===== config.mk =====
export PLATFORM = sky130hd
export DESIGN_NAME = pipe_hazard_ctrl_flat
export DESIGN_NICKNAME = d
export VERILOG_FILES = /design/src/rtl/pipe_hazard_ctrl_pkg.sv /design/src/rtl/pipe_hazard_ctrl_if.sv /design/src/rtl/pipe_hazard_ctrl_reg.sv /design/src/rtl/pipe_hazard_ctrl.sv /design/src/flat_wrapper.sv
export SDC_FILE = /design/constraint.sdc
export NUM_CORES = 1
export LEC_CHECK = 0
export ABC_AREA = 1
export BUFFER_PORTS_ARGS = -buffer_cell sky130_fd_sc_hd__buf_4
export CORE_MARGIN = 2
export CORE_UTILIZATION = 50
export DETAILED_ROUTE_END_ITERATION = 6
export PLACE_DENSITY = 0.76
export SLEW_MARGIN = 15
export SYNTH_ARGS = -nofsm -noshare
export SYNTH_HDL_FRONTEND = slang
export SYNTH_SLANG_ARGS = --single-unit

===== constraint.sdc =====
create_clock -name clk -period 4.8 [get_ports clk]
set_clock_uncertainty 0.1 [all_clocks]
set_input_delay 1.2 -clock clk [delete_from_list [all_inputs] [get_ports clk]]
set_output_delay 1.2 -clock clk [all_outputs]
set_load 0.01 [all_outputs]

===== src/rtl/pipe_hazard_ctrl_pkg.sv =====
// Shared types for the pipeline hazard controller: control-bundle layout,
// forward-select codes, counter width and the forwarding priority function.
package pipe_hazard_ctrl_pkg;

    // The field order fixes the bit positions: reg_write is bit 7, alu_op is [1:0].
    typedef struct packed {
        logic       reg_write;
        logic       mem_to_reg;
        logic       mem_write;
        logic       branch;
        logic       alu_src;
        logic       reg_dst;
        logic [1:0] alu_op;
    } ctrl_bundle_t;

    localparam int CTRL_W = $bits(ctrl_bundle_t);
    localparam int REG_W  = 5;
    localparam int CNT_W  = 16;

    typedef logic [REG_W-1:0] reg_t;

    typedef enum logic [1:0] {
        FWD_RF = 2'b00,
        FWD_W  = 2'b01,
        FWD_M  = 2'b10
    } fwd_e;

    typedef struct packed {
        ctrl_bundle_t ctrl;
        reg_t         rs;
        reg_t         rt;
        reg_t         rd;
    } e_stage_t;

    typedef struct packed {
        ctrl_bundle_t ctrl;
        reg_t         dest;
    } mw_stage_t;

    // Memory stage holds the younger result, so it wins over writeback.
    function automatic fwd_e fwd_sel(input reg_t src, input mw_stage_t m, input mw_stage_t w);
        if (src == '0)
            return FWD_RF;
        if (m.ctrl.reg_write && (m.dest == src))
            return FWD_M;
        if (w.ctrl.reg_write && (w.dest == src))
            return FWD_W;
        return FWD_RF;
    endfunction

endpackage


===== src/rtl/pipe_hazard_ctrl_if.sv =====
// Decode-side inputs and stage/hazard outputs of the pipeline hazard controller.
interface pipe_hazard_ctrl_if;
    import pipe_hazard_ctrl_pkg::*;

    logic [CTRL_W-1:0] ctrl_d;
    logic [REG_W-1:0]  rs_d;
    logic [REG_W-1:0]  rt_d;
    logic [REG_W-1:0]  rd_d;
    logic              zero_e;
    logic              hold;

    logic [CTRL_W-1:0] ctrl_e;
    logic [CTRL_W-1:0] ctrl_m;
    logic [CTRL_W-1:0] ctrl_w;
    logic [REG_W-1:0]  write_reg_e;
    logic [REG_W-1:0]  write_reg_m;
    logic [REG_W-1:0]  write_reg_w;
    logic              stall_f;
    logic              stall_d;
    logic              flush_d;
    logic              pc_src_e;
    logic [1:0]        forward_a_e;
    logic [1:0]        forward_b_e;
    logic [CNT_W-1:0]  stall_cnt;
    logic [CNT_W-1:0]  flush_cnt;

    modport master (
        output ctrl_d, rs_d, rt_d, rd_d, zero_e, hold,
        input  ctrl_e, ctrl_m, ctrl_w, write_reg_e, write_reg_m, write_reg_w,
        input  stall_f, stall_d, flush_d, pc_src_e, forward_a_e, forward_b_e,
        input  stall_cnt, flush_cnt
    );

    modport slave (
        input  ctrl_d, rs_d, rt_d, rd_d, zero_e, hold,
        output ctrl_e, ctrl_m, ctrl_w, write_reg_e, write_reg_m, write_reg_w,
        output stall_f, stall_d, flush_d, pc_src_e, forward_a_e, forward_b_e,
        output stall_cnt, flush_cnt
    );

endinterface


===== src/rtl/pipe_hazard_ctrl_reg.sv =====
// Pipeline stage register: load on enable, synchronous bubble clear, async reset.
module pipe_ctrl_reg #(
    parameter int W = 8
) (
    input  logic         clk,
    input  logic         reset,
    input  logic         en_i,
    input  logic         clr_i,
    input  logic [W-1:0] d_i,
    output logic [W-1:0] q_o
);

    logic [W-1:0] data_q;

    always_ff @(posedge clk or posedge reset) begin
        if (reset)
            data_q <= '0;
        else if (en_i)
            data_q <= clr_i ? '0 : d_i;
    end

    assign q_o = data_q;

endmodule


===== src/rtl/pipe_hazard_ctrl.sv =====
// Hazard unit for a 5-stage pipeline: E/M/W control registers, load-use stall,
// taken-branch flush, operand forwarding, external hold and event counters.
module pipe_hazard_ctrl
    import pipe_hazard_ctrl_pkg::*;
(
    input  logic              clk,
    input  logic              reset,
    pipe_hazard_ctrl_if.slave bus
);

    e_stage_t         e_d, e_q;
    mw_stage_t        m_d, m_q, w_q;
    reg_t             write_reg_e;
    logic             lwstall, pc_src, advance, e_bubble;
    logic             stall_apply, flush_apply;
    logic [CNT_W-1:0] stall_cnt_d, stall_cnt_q, flush_cnt_d, flush_cnt_q;

    assign e_d         = {bus.ctrl_d, bus.rs_d, bus.rt_d, bus.rd_d};
    assign write_reg_e = e_q.ctrl.reg_dst ? e_q.rd : e_q.rt;
    assign m_d         = {e_q.ctrl, write_reg_e};

    assign pc_src  = e_q.ctrl.branch & bus.zero_e;
    assign lwstall = e_q.ctrl.mem_to_reg & e_q.ctrl.reg_write & (write_reg_e != '0)
                   & ((write_reg_e == bus.rs_d) | (write_reg_e == bus.rt_d));

    // Hold freezes every register; a taken branch masks the load-use stall.
    assign advance     = ~bus.hold;
    assign e_bubble    = lwstall | pc_src;
    assign stall_apply = advance & lwstall & ~pc_src;
    assign flush_apply = advance & pc_src;

    pipe_ctrl_reg #(.W($bits(e_stage_t))) u_reg_e (
        .clk   (clk),
        .reset (reset),
        .en_i  (advance),
        .clr_i (e_bubble),
        .d_i   (e_d),
        .q_o   (e_q)
    );

    pipe_ctrl_reg #(.W($bits(mw_stage_t))) u_reg_m (
        .clk   (clk),
        .reset (reset),
        .en_i  (advance),
        .clr_i (1'b0),
        .d_i   (m_d),
        .q_o   (m_q)
    );

    pipe_ctrl_reg #(.W($bits(mw_stage_t))) u_reg_w (
        .clk   (clk),
        .reset (reset),
        .en_i  (advance),
        .clr_i (1'b0),
        .d_i   (m_q),
        .q_o   (w_q)
    );

    always_comb begin
        stall_cnt_d = stall_cnt_q;
        flush_cnt_d = flush_cnt_q;
        if (stall_apply && (stall_cnt_q != '1))
            stall_cnt_d = stall_cnt_q + CNT_W'(1);
        if (flush_apply && (flush_cnt_q != '1))
            flush_cnt_d = flush_cnt_q + CNT_W'(1);
    end

    always_ff @(posedge clk or posedge reset) begin
        if (reset) begin
            stall_cnt_q <= '0;
            flush_cnt_q <= '0;
        end else begin
            stall_cnt_q <= stall_cnt_d;
            flush_cnt_q <= flush_cnt_d;
        end
    end

    assign bus.ctrl_e      = e_q.ctrl;
    assign bus.ctrl_m      = m_q.ctrl;
    assign bus.ctrl_w      = w_q.ctrl;
    assign bus.write_reg_e = write_reg_e;
    assign bus.write_reg_m = m_q.dest;
    assign bus.write_reg_w = w_q.dest;

    // hold is an external input, so mask it while reset is asserted.
    assign bus.stall_f     = ~reset & (bus.hold | stall_apply);
    assign bus.stall_d     = ~reset & (bus.hold | stall_apply);
    assign bus.flush_d     = flush_apply;
    assign bus.pc_src_e    = pc_src;
    assign bus.forward_a_e = fwd_sel(e_q.rs, m_q, w_q);
    assign bus.forward_b_e = fwd_sel(e_q.rt, m_q, w_q);
    assign bus.stall_cnt   = stall_cnt_q;
    assign bus.flush_cnt   = flush_cnt_q;

endmodule


===== src/flat_wrapper.sv =====
// flat-port wrapper written by rule: the top's interface ports become plain ports
module pipe_hazard_ctrl_flat import pipe_hazard_ctrl_pkg::*;
  (clk, reset, bus_ctrl_d, bus_rs_d, bus_rt_d, bus_rd_d, bus_zero_e, bus_hold, bus_ctrl_e, bus_ctrl_m, bus_ctrl_w, bus_write_reg_e, bus_write_reg_m, bus_write_reg_w, bus_stall_f, bus_stall_d, bus_flush_d, bus_pc_src_e, bus_forward_a_e, bus_forward_b_e, bus_stall_cnt, bus_flush_cnt);
  pipe_hazard_ctrl_if bus_i ();
  input  logic clk;
  input  logic reset;
  input wire logic [$bits(bus_i.ctrl_d)-1:0] bus_ctrl_d;
  input wire logic [$bits(bus_i.rs_d)-1:0] bus_rs_d;
  input wire logic [$bits(bus_i.rt_d)-1:0] bus_rt_d;
  input wire logic [$bits(bus_i.rd_d)-1:0] bus_rd_d;
  input wire logic [$bits(bus_i.zero_e)-1:0] bus_zero_e;
  input wire logic [$bits(bus_i.hold)-1:0] bus_hold;
  output wire logic [$bits(bus_i.ctrl_e)-1:0] bus_ctrl_e;
  output wire logic [$bits(bus_i.ctrl_m)-1:0] bus_ctrl_m;
  output wire logic [$bits(bus_i.ctrl_w)-1:0] bus_ctrl_w;
  output wire logic [$bits(bus_i.write_reg_e)-1:0] bus_write_reg_e;
  output wire logic [$bits(bus_i.write_reg_m)-1:0] bus_write_reg_m;
  output wire logic [$bits(bus_i.write_reg_w)-1:0] bus_write_reg_w;
  output wire logic [$bits(bus_i.stall_f)-1:0] bus_stall_f;
  output wire logic [$bits(bus_i.stall_d)-1:0] bus_stall_d;
  output wire logic [$bits(bus_i.flush_d)-1:0] bus_flush_d;
  output wire logic [$bits(bus_i.pc_src_e)-1:0] bus_pc_src_e;
  output wire logic [$bits(bus_i.forward_a_e)-1:0] bus_forward_a_e;
  output wire logic [$bits(bus_i.forward_b_e)-1:0] bus_forward_b_e;
  output wire logic [$bits(bus_i.stall_cnt)-1:0] bus_stall_cnt;
  output wire logic [$bits(bus_i.flush_cnt)-1:0] bus_flush_cnt;
  assign bus_i.ctrl_d = bus_ctrl_d;
  assign bus_i.rs_d = bus_rs_d;
  assign bus_i.rt_d = bus_rt_d;
  assign bus_i.rd_d = bus_rd_d;
  assign bus_i.zero_e = bus_zero_e;
  assign bus_i.hold = bus_hold;
  assign bus_ctrl_e = bus_i.ctrl_e;
  assign bus_ctrl_m = bus_i.ctrl_m;
  assign bus_ctrl_w = bus_i.ctrl_w;
  assign bus_write_reg_e = bus_i.write_reg_e;
  assign bus_write_reg_m = bus_i.write_reg_m;
  assign bus_write_reg_w = bus_i.write_reg_w;
  assign bus_stall_f = bus_i.stall_f;
  assign bus_stall_d = bus_i.stall_d;
  assign bus_flush_d = bus_i.flush_d;
  assign bus_pc_src_e = bus_i.pc_src_e;
  assign bus_forward_a_e = bus_i.forward_a_e;
  assign bus_forward_b_e = bus_i.forward_b_e;
  assign bus_stall_cnt = bus_i.stall_cnt;
  assign bus_flush_cnt = bus_i.flush_cnt;
  pipe_hazard_ctrl u_core (.clk(clk), .reset(reset), .bus(bus_i));
endmodule

==> Word level (Yosys, flattened, before mapping) <==
Cells that the tools add are included.
{ "word_totals": {"reg_bits": 81, "wordCells": 64, "input_bits": 27, "output_inout_bits": 79} }
{ "op_classes": {"n_eq_ne": 8, "bitwise_logic": 14, "muxes": 26, "n_reduce_logical": 9, "n_addsub": 2} }
{ "op_table": {"columns": ["operator", "count"], "rows": [
  ["adder 16 x 1 -> 16 bit, second input constant", 2],
  ["inequality test 16 bit, second input constant", 2],
  ["== test 5 bit", 6],
  ["2-to-1 mux 2 bit", 12],
  ["2-to-1 mux 23 bit", 1],
  ["2-to-1 mux 1 bit", 12],
  ["logical NOT 5 bit", 2],
  ["AND 1 bit", 8],
  ["logical AND 1 bit", 6],
  ["2-to-1 mux 5 bit", 1],
  ["nonzero test 5 bit", 1],
  ["NOT 1 bit", 3],
  ["bitwise OR 1 bit", 3]
]} }

==> Longest topological paths before layout <==
Gate-level depths: netlist of the first run.
{ "depth": {"depth_word": 9, "mapped_depth": 14} }

==> By module <==
A second synthesis of the first run with hierarchy kept.
{ "unflattened": {"hier_cells": 576, "area_unflattened_um2": 4429.2} }
{ "modules_own_cells": {"columns": ["module", "instances", "area_per_inst_um2", "seq_area_each_um2", "cells_each"], "rows": [
  ["pipe_hazard_ctrl", 1, 2461.1, 800.8, 359],
  ["pipe_ctrl_reg (u_core.u_reg_m ...)", 2, 523.0, 325.3, 58],
  ["pipe_ctrl_reg (u_core.u_reg_e)", 1, 922.1, 575.6, 101]
]} }

==> Worst setup path before layout of the first run <==
Ideal clock, no wire load.
{ "synth_timing": {"kind": "input to output", "from": "in bus_hold", "to": "out bus_stall_f", "required_ps": 3500, "arrival_time_ps": 2303, "path_stages": 5, "path_slack_ps": 1197, "cell_sequence": "clkbuf_1 > nor2_1 > nand3_2 > a21oi_1 > buf_4"} }
{ "synth_via": {"elab_chain_len": 5} }
{ "synth_rtl": {"columns": ["item", "line_no", "text"], "rows": [
  ["from (decl)", "flat_wrapper.sv:12", "input wire logic [$bits(bus_i.hold)-1:0] bus_hold;"],
  ["NOT 1 bit", "pipe_hazard_ctrl.sv:27", "assign advance = ~bus.hold;"],
  ["AND 1 bit (2 in a row)", "pipe_hazard_ctrl.sv:29", "assign stall_apply = advance & lwstall & ~pc_src;"],
  ["bitwise OR 1 bit *", null, null],
  ["AND 1 bit *", null, null],
  ["to (decl)", "flat_wrapper.sv:19", "output wire logic [$bits(bus_i.stall_f)-1:0] bus_stall_f;"]
]} }
Mark *: on every way between the ends. The rest lies on a longest branch, timed or not.

==> Final worst setup path of the first run <==
{ "layout_timing": {"from": "in bus_rs_d[0]", "to": "out bus_stall_d"} }
{ "layout_via": {"elab_chain_len": 7} }
{ "layout_rtl": {"columns": ["item", "line_no", "text"], "rows": [
  ["from (decl)", "flat_wrapper.sv:8", "input wire logic [$bits(bus_i.rs_d)-1:0] bus_rs_d;"],
  ["== test 5 bit", "pipe_hazard_ctrl.sv:24", "& ((write_reg_e == bus.rs_d) | (write_reg_e == bus.rt_d));"],
  ["bitwise OR 1 bit", "pipe_hazard_ctrl.sv:24", null],
  ["AND 1 bit", "pipe_hazard_ctrl.sv:24", null],
  ["AND 1 bit (2 in a row)", "pipe_hazard_ctrl.sv:29", null],
  ["bitwise OR 1 bit", "pipe_hazard_ctrl.sv:87", "assign bus.stall_d = ~reset & (bus.hold | stall_apply);"],
  ["AND 1 bit", "pipe_hazard_ctrl.sv:87", null],
  ["to (decl)", "flat_wrapper.sv:20", "output wire logic [$bits(bus_i.stall_d)-1:0] bus_stall_d;"]
]} }
No other way between the ends.

==> metrics.cfg, run 1 <==
[clock_tree]
cts_max_path_buffers = 2
h-tree-depth = 3
clk_pin_slew_ns = 0.08
post_cts_resized = 0
cts_tree = yes
cts_setup_buffers = 0
clock-sinks = 81
worstSkewPairLatency_ns = 0.36
ctsHoldBuffers = 0
cts_buffers = 9
ctsRootBufferMaster = clkbuf_8

[routing]
met1Wirelength_mm = 4.567
wl_per_cell_um = 14.33
post-route-drc-count = 0
drt_iter0_markers = 202
vias = 3902
drt-total-wl_mm = 10.70
vias_per_cell = 5.224
first_pass_iters = 4
routed.top_layer = met4
ant_nets = 0
dr_wl_met2_mm = 5.066
route.met3.wl_um = 752

[floorplan]
fp.dieW_um = 96.38
core-area_mm2 = 0.008258
io_pins = 106
row_count = 33
start_util = 0.5167
die_h_um = 96.38
die-area_mm2 = 0.009288

[logic_synthesis]
ys_dominant_reg_cell = dfrtp_1
synth.distinct_cells = 35
yosysTopAreaCell = dfrtp_1
syn_inst = 541
synth_enable_flop_cells = 0
syn_nets = 570
yosysMostFrequentCell = nand2_1
ys_warn_count = 0
syn_avg_cell_area_um2 = 7.886
synth_common_cells = nand2_1 (166), dfrtp_1 (81), inv_1 (67), nand3_1 (45), o21ai_0 (31)
netlist_area_mm2 = 0.004267
ys_top_cells_by_area = dfrtp_1 (48%), nand2_1 (15%), inv_1 (5.9%)
ys_ff_latch = 81
async_flop_share = 1.000
synth_top_area_frac = 0.4751
yosysSeqAreaShare = 0.4751

[run_status]
outcome = complete, no violations

[final_layout]
area_delta_synth_final_pct = 23.67
fin_area_mm2 = 0.005276
nets = 666
nFillCells = 738
drive_gt1_frac = 0.2227
antennaDiodeCount = 0

[placement]
dp_hpwl_mm = 7.818
numPortBuffers = 105
placed_area_mm2 = 0.005072
gp_congestion = 0.9794

[setup_path]
r2r-end = u_core.u_reg_e.q_o[11]
crit_required_ns = 3.50
crit_fanout = 3
crit_type = input pin to output pin
r2r_slack_ns = 2.39
cp-start-kind = input pin
worstPathArrival_ns = 2.35
endpoint_kind = output pin
rr_worst_depth = 10
r2r-start = u_core.u_reg_e.q_o[17]

[power_and_ir_drop]
p_sw_w = 0.0005796
vdd_drop_max_mv = 0.2050
internal-power_w = 0.001197
switching_share = 0.3262
clockPowerShare = 0.292
p_leak_nw = 2.811
p_per_area_mw_per_mm2 = 336.7
p_seq_frac = 0.477
comb_power_share = 0.231

[timing]
slew_headroom = 0.3390
fmax_mhz = 274.0
fin_crit_sh = 0.7604
final_hold_viol_count = 0
rsz0062_at_grt = false
report.final.slew_viol_count = 0
tightestPinTransition_ns = 0.9904
period_minus_slack_ns = 3.650
setup_tns_ns = 0
finalSetupViolations = 0

[global_route]
track_usage = 0.2455
grt_pass1_vias = 3711
grt_antenna_before_repair = 0
overflow = 0
grt_max_degree = 59
grt_pass1_wl_mm = 17.58

[worst_hold_path]
min_to = u_core.u_reg_e.q_o[4]
hold_start = u_core.u_reg_e.q_o[4]
hold_class = flop to flop
min_path_cells = 2

[job]
maxCapViolCount = 0

-- power groups by stage --
stage | registers, W | clock network (W) | logic (W)
after floorplan | 0.000855 | 0 | 0.000229
after global placement | 0.000856 | 0 | 0.000400
after detailed placement | 0.000858 | 0 | 0.000411
after CTS | 0.000845 | 0.000521 | 0.000412
after global routing | 0.000859 | 0.000556 | 0.000461
final | 0.000847 | 0.000519 | 0.000410
-- cell families after synthesis --
logic type,after synthesis,synth area share
XOR/XNOR,34,0.06980
AND/OR/NAND/NOR,272,0.2754
AO/OA/AOI/OAI,58,0.07800
flip-flops,81,0.4751
buffers and inverters,94,0.09589
adder cells (fa/ha/maj),2,0.005864
-- critical path, cell delays in order --
cell and delay, ns:
buf_4 0.10, inv_1 0.05, nand3_1 0.07, nand2_1 0.06, nor2_1 0.11, nand3_1 0.09, nand2_2 0.11, nand3_2 0.11
a21oi_1 0.28, buf_4 0.18
-- state kept, by name (all words and copies together), names as in the netlist --
register              cells
u_core.bus.flush_cnt     16
u_core.u_reg_m.q_o       13
u_core.u_reg_w.q_o       13
u_core.bus.stall_cnt     16
u_core.u_reg_e.q_o       23
-- stage by stage --
stage                       util  hold slack (ns)  total power, W  worst slack (ns)  instances
after floorplan                -           0.3489        0.001084             1.197        541
after global placement    0.6142           0.3639        0.001256             1.216        731
after detailed placement  0.6142           0.3712        0.001269             1.166        731
after CTS                 0.6389           0.3939        0.001778             1.158        747
after global routing      0.6389           0.4209        0.001876            0.9929        747
final                     0.6389           0.3890        0.001777             1.150        747
-- layout by cell type (no fill, tap or decap), types with 4 or more instances in the layout --
cell type    n
nand2_1    166
buf_4      108
inv_1       66
xnor2_1      7
nand3_1     45
a221oi_1     4
dfrtp_1     81
nor3_1       8
a21oi_1      4
nor2_1      29
nand2_2      9
o21ai_0     31
clkbuf_8    10
o22ai_1     15
xor2_1      27
-- how the worst max path moves through the flow --
| stage | start | endpoint | slack (ns) |
|---|---|---|---|
| after global placement | bus_rs_d[3] | bus_stall_f | 1.22 |
| after detailed placement | bus_rs_d[0] | bus_stall_d | 1.17 |
| final | bus_rs_d[0] | bus_stall_d | 1.15 |
| after global routing | u_core.u_reg_e.q_o[17] | bus_stall_d | 0.99 |
| after CTS | bus_rs_d[0] | bus_stall_d | 1.16 |
| after floorplan | bus_hold | bus_stall_f | 1.20 |
-- routing by layer --
layer,up-vias,global-route usage
met1,1801,0.3253
met3,30,0.04965
met5,-,0
met4,0,0.09272
met2,171,0.3993
li1,1900,-
-- cell type report --
type | count | area (µm²) | share of cell area
Clock buffer | 11 | 141.4 | 0.02680
Tap cell | 105 | 131.4 | 0.02490
Clock inverter | 5 | 62.56 | 0.01186
Sequential cell | 81 | 2027 | 0.3842
Multi-Input combinational cell | 366 | 1831 | 0.3469
Timing Repair Buffer | 108 | 810.8 | 0.1537
Inverter | 71 | 272.8 | 0.05170
Note: power is estimated with default switching activity, not from simulation.
==> inputs of run 2 (changes only) <==
Settings changed: ABC_AREA 1 to 0, CORE_UTILIZATION 50 to 47.
Clock period 4.8 ns to 3 ns, I/O delays scaled along.
==> run 2 against run 1 <==
Effect of this change:
- the run now ends with setup timing left
- power rose by 64%
- register-to-register slack worse by 2.1 ns
- area after synthesis fell by 9.6%
- synthesized cell count decreased by 41%
- worst hold slack better by 0.0055 ns
- cell count shrank 28%
- routed wire length shrank 16%
- via count shrank 25%
- sequential cell count stayed put
- die area fell by 3.6%
- cell area shrank 5.3%
- count of clock-buffer cells in the layout rose by 3
- highest routed layer unchanged
==> metrics.cfg, run 2 <==
[run_status]
outcome = complete, but fails checks
failed_checks = setup timing

[routing]
vias_per_cell = 5.415
drt_iter0_markers = 99
post-route-drc-count = 0
vias = 2924
ant_nets = 0
first_pass_iters = 4
wl_per_cell_um = 16.56
drt-total-wl_mm = 8.943

[global_route]
grt_pass1_vias = 2809
overflow = 0
grt_pass1_wl_mm = 14.01
grt_max_degree = 43
track_usage = 0.2020
grt_antenna_before_repair = 0

[clock_tree]
cts_tree = yes
ctsHoldBuffers = 0
cts_buffers = 9
clock-sinks = 81
h-tree-depth = 3
clk_pin_slew_ns = 0.08
worstSkewPairLatency_ns = 0.35
cts_max_path_buffers = 2
ctsRootBufferMaster = clkbuf_8

[logic_synthesis]
ys_warn_count = 0
synth.distinct_cells = 37
ys_dominant_reg_cell = dfrtp_1
synth_top_area_frac = 0.5253
async_flop_share = 1.000
syn_inst = 319
netlist_area_mm2 = 0.003859
ys_ff_latch = 81
yosysTopAreaCell = dfrtp_1
synth_common_cells = dfrtp_1 (81), xnor2_1 (37), mux2_2 (28), a22o_1 (23), xor2_1 (18)
syn_nets = 348
ys_top_cells_by_area = dfrtp_1 (53%), xnor2_1 (8.4%), mux2_2 (8.2%)
yosysMostFrequentCell = dfrtp_1
yosysSeqAreaShare = 0.5253
synth_enable_flop_cells = 0
syn_avg_cell_area_um2 = 12.10

[timing]
period_minus_slack_ns = 3.118
rsz0062_at_grt = true
report.final.slew_viol_count = 0
fin_crit_sh = 1.039
setup_slack_ns = -0.1180
slew_headroom = 0.5157
final_hold_viol_count = 0
fmax_mhz = 320.7
tightestPinTransition_ns = 0.7257
finalSetupViolations = 2

[final_layout]
antennaDiodeCount = 0
nets = 459
drive_gt1_frac = 0.4069
final_cell_mix = buf_4 (119), dfrtp_1 (80), xnor2_1 (37)
mostFrequentLayoutCell = buf_4
fin_area_mm2 = 0.004997
finalNonFillerCells = 540
largest_reg_flops = 23
area_delta_synth_final_pct = 29.51

[power_and_ir_drop]
p_leak_nw = 2.442
vdd_drop_max_mv = 0.4446
p_per_area_mw_per_mm2 = 584.0

[setup_path]
crit_required_ns = 2.15
cp_slowest_cell = dfrtp_2
endpoint_kind = output pin
crit_chain = mux2_4, or3_4, o311a_4, nand2_4, a21oi_4, nor2_2, nor2_2, buf_4
worstPathArrival_ns = 2.27
crit_type = flop to output pin
path_common_cell = nor2_2
cp-start-kind = flop
slowest_delay_ns = 0.47
crit_fanout = 4

[floorplan]
core-area_mm2 = 0.008093
start_util = 0.4768
fp.dieW_um = 94.61
row_count = 33
io_pins = 106
die_h_um = 94.61
die-area_mm2 = 0.008951

[placement]
placed_area_mm2 = 0.004736
numPortBuffers = 105
gp_congestion = 0.8450
dp_hpwl_mm = 6.348
place_inst = 520

[job]
maxCapViolCount = 0

[worst_hold_path]
hold_class = flop to flop

-- run 2: repair_timing --
item / 4_1_cts / 5_1_grt
endpoints found under the hold margin: 0 / 0
gates resized for setup: 4 / 3
buffers inserted: 2 / 2
setup endpoints to repair: 2 / 2
cloned: 0 / 0
-- run 2: cell type report --
cell class,count,area [µm²]
Sequential cell,81,2028
Clock buffer,14,172.7
Fill cell,683,3095
Timing Repair Buffer,120,913.4
Tap cell,105,131.4
Multi-Input combinational cell,211,1689
Clock inverter,2,35.03
Inverter,7,27.53
-- run 2: power breakdown --
group | switching, W | total, W | internal, W | leakage [nW]
Sequential | 0.000173 | 0.00140 | 0.00122 | 1.05
Combinational | 0.000299 | 0.000689 | 0.000390 | 1.29
Clock | 0.000382 | 0.000835 | 0.000453 | 0.107
-- run 2: logic make-up after synthesis --
logic type / synth area share
AOI/OAI and AO/OA: 0.08398
xor gates and xnor gates: 0.1248
adders and majority gates: 0.006484
buffers and inverters: 0.04280
DFF: 0.5253
muxes: 0.09792
and+or+nand+nor: 0.1187
-- run 2: metrics by stage --
stage | setup WS [ns] | power (W) | TNS (ns) | util | hold WS, ns
finish | -0.1180 | 0.002919 | -0.2351 | 0.6175 | 0.3945
global route | -0.1971 | 0.003060 | -0.3931 | 0.6175 | 0.4209
CTS | -0.1679 | 0.002932 | -0.3351 | 0.6146 | 0.3995
detailed placement | 0.1581 | 0.002095 | 0 | 0.5852 | 0.3842
global placement | 0.2083 | 0.002066 | 0 | 0.5852 | 0.3781
floorplan | 0.05168 | 0.001767 | 0 | - | 0.3736
-- run 2: critical path: cells and delay by family (launching register included) --
| family | cells | cell delay (ns) |
|---|---|---|
| flops | 1 | 0.47 |
| mux | 1 | 0.35 |
| buf+inv | 1 | 0.13 |
| compound gates | 2 | 0.37 |
| simple gates | 4 | 0.61 |
-- run 2: per-layer routing --
metal	up-vias	track usage	routed length (µm)
li1	1349	-	-
met1	1450	0.2533	3696
met2	111	0.3446	4494
met3	14	0.04150	606
met4	0	0.07609	146
met5	-	0	0
-- run 2: worst paths after layout --
path	startpoint	endpoint	slack (ns)	depth (start not counted)
max	u_core.u_reg_e.q_o[17]	bus_stall_f	-0.12	8
min	u_core.bus.stall_cnt[14]	u_core.bus.stall_cnt[14]	0.39	1
max reg2reg	u_core.u_reg_e.q_o[17]	u_core.bus.stall_cnt[1]	0.27	10
min reg2reg	u_core.bus.stall_cnt[14]	u_core.bus.stall_cnt[14]	0.39	1
max in group asynchronous	reset	u_core.u_reg_e.q_o[17]	1.73	3
min in group asynchronous	reset	u_core.bus.stall_cnt[11]	0.40	2
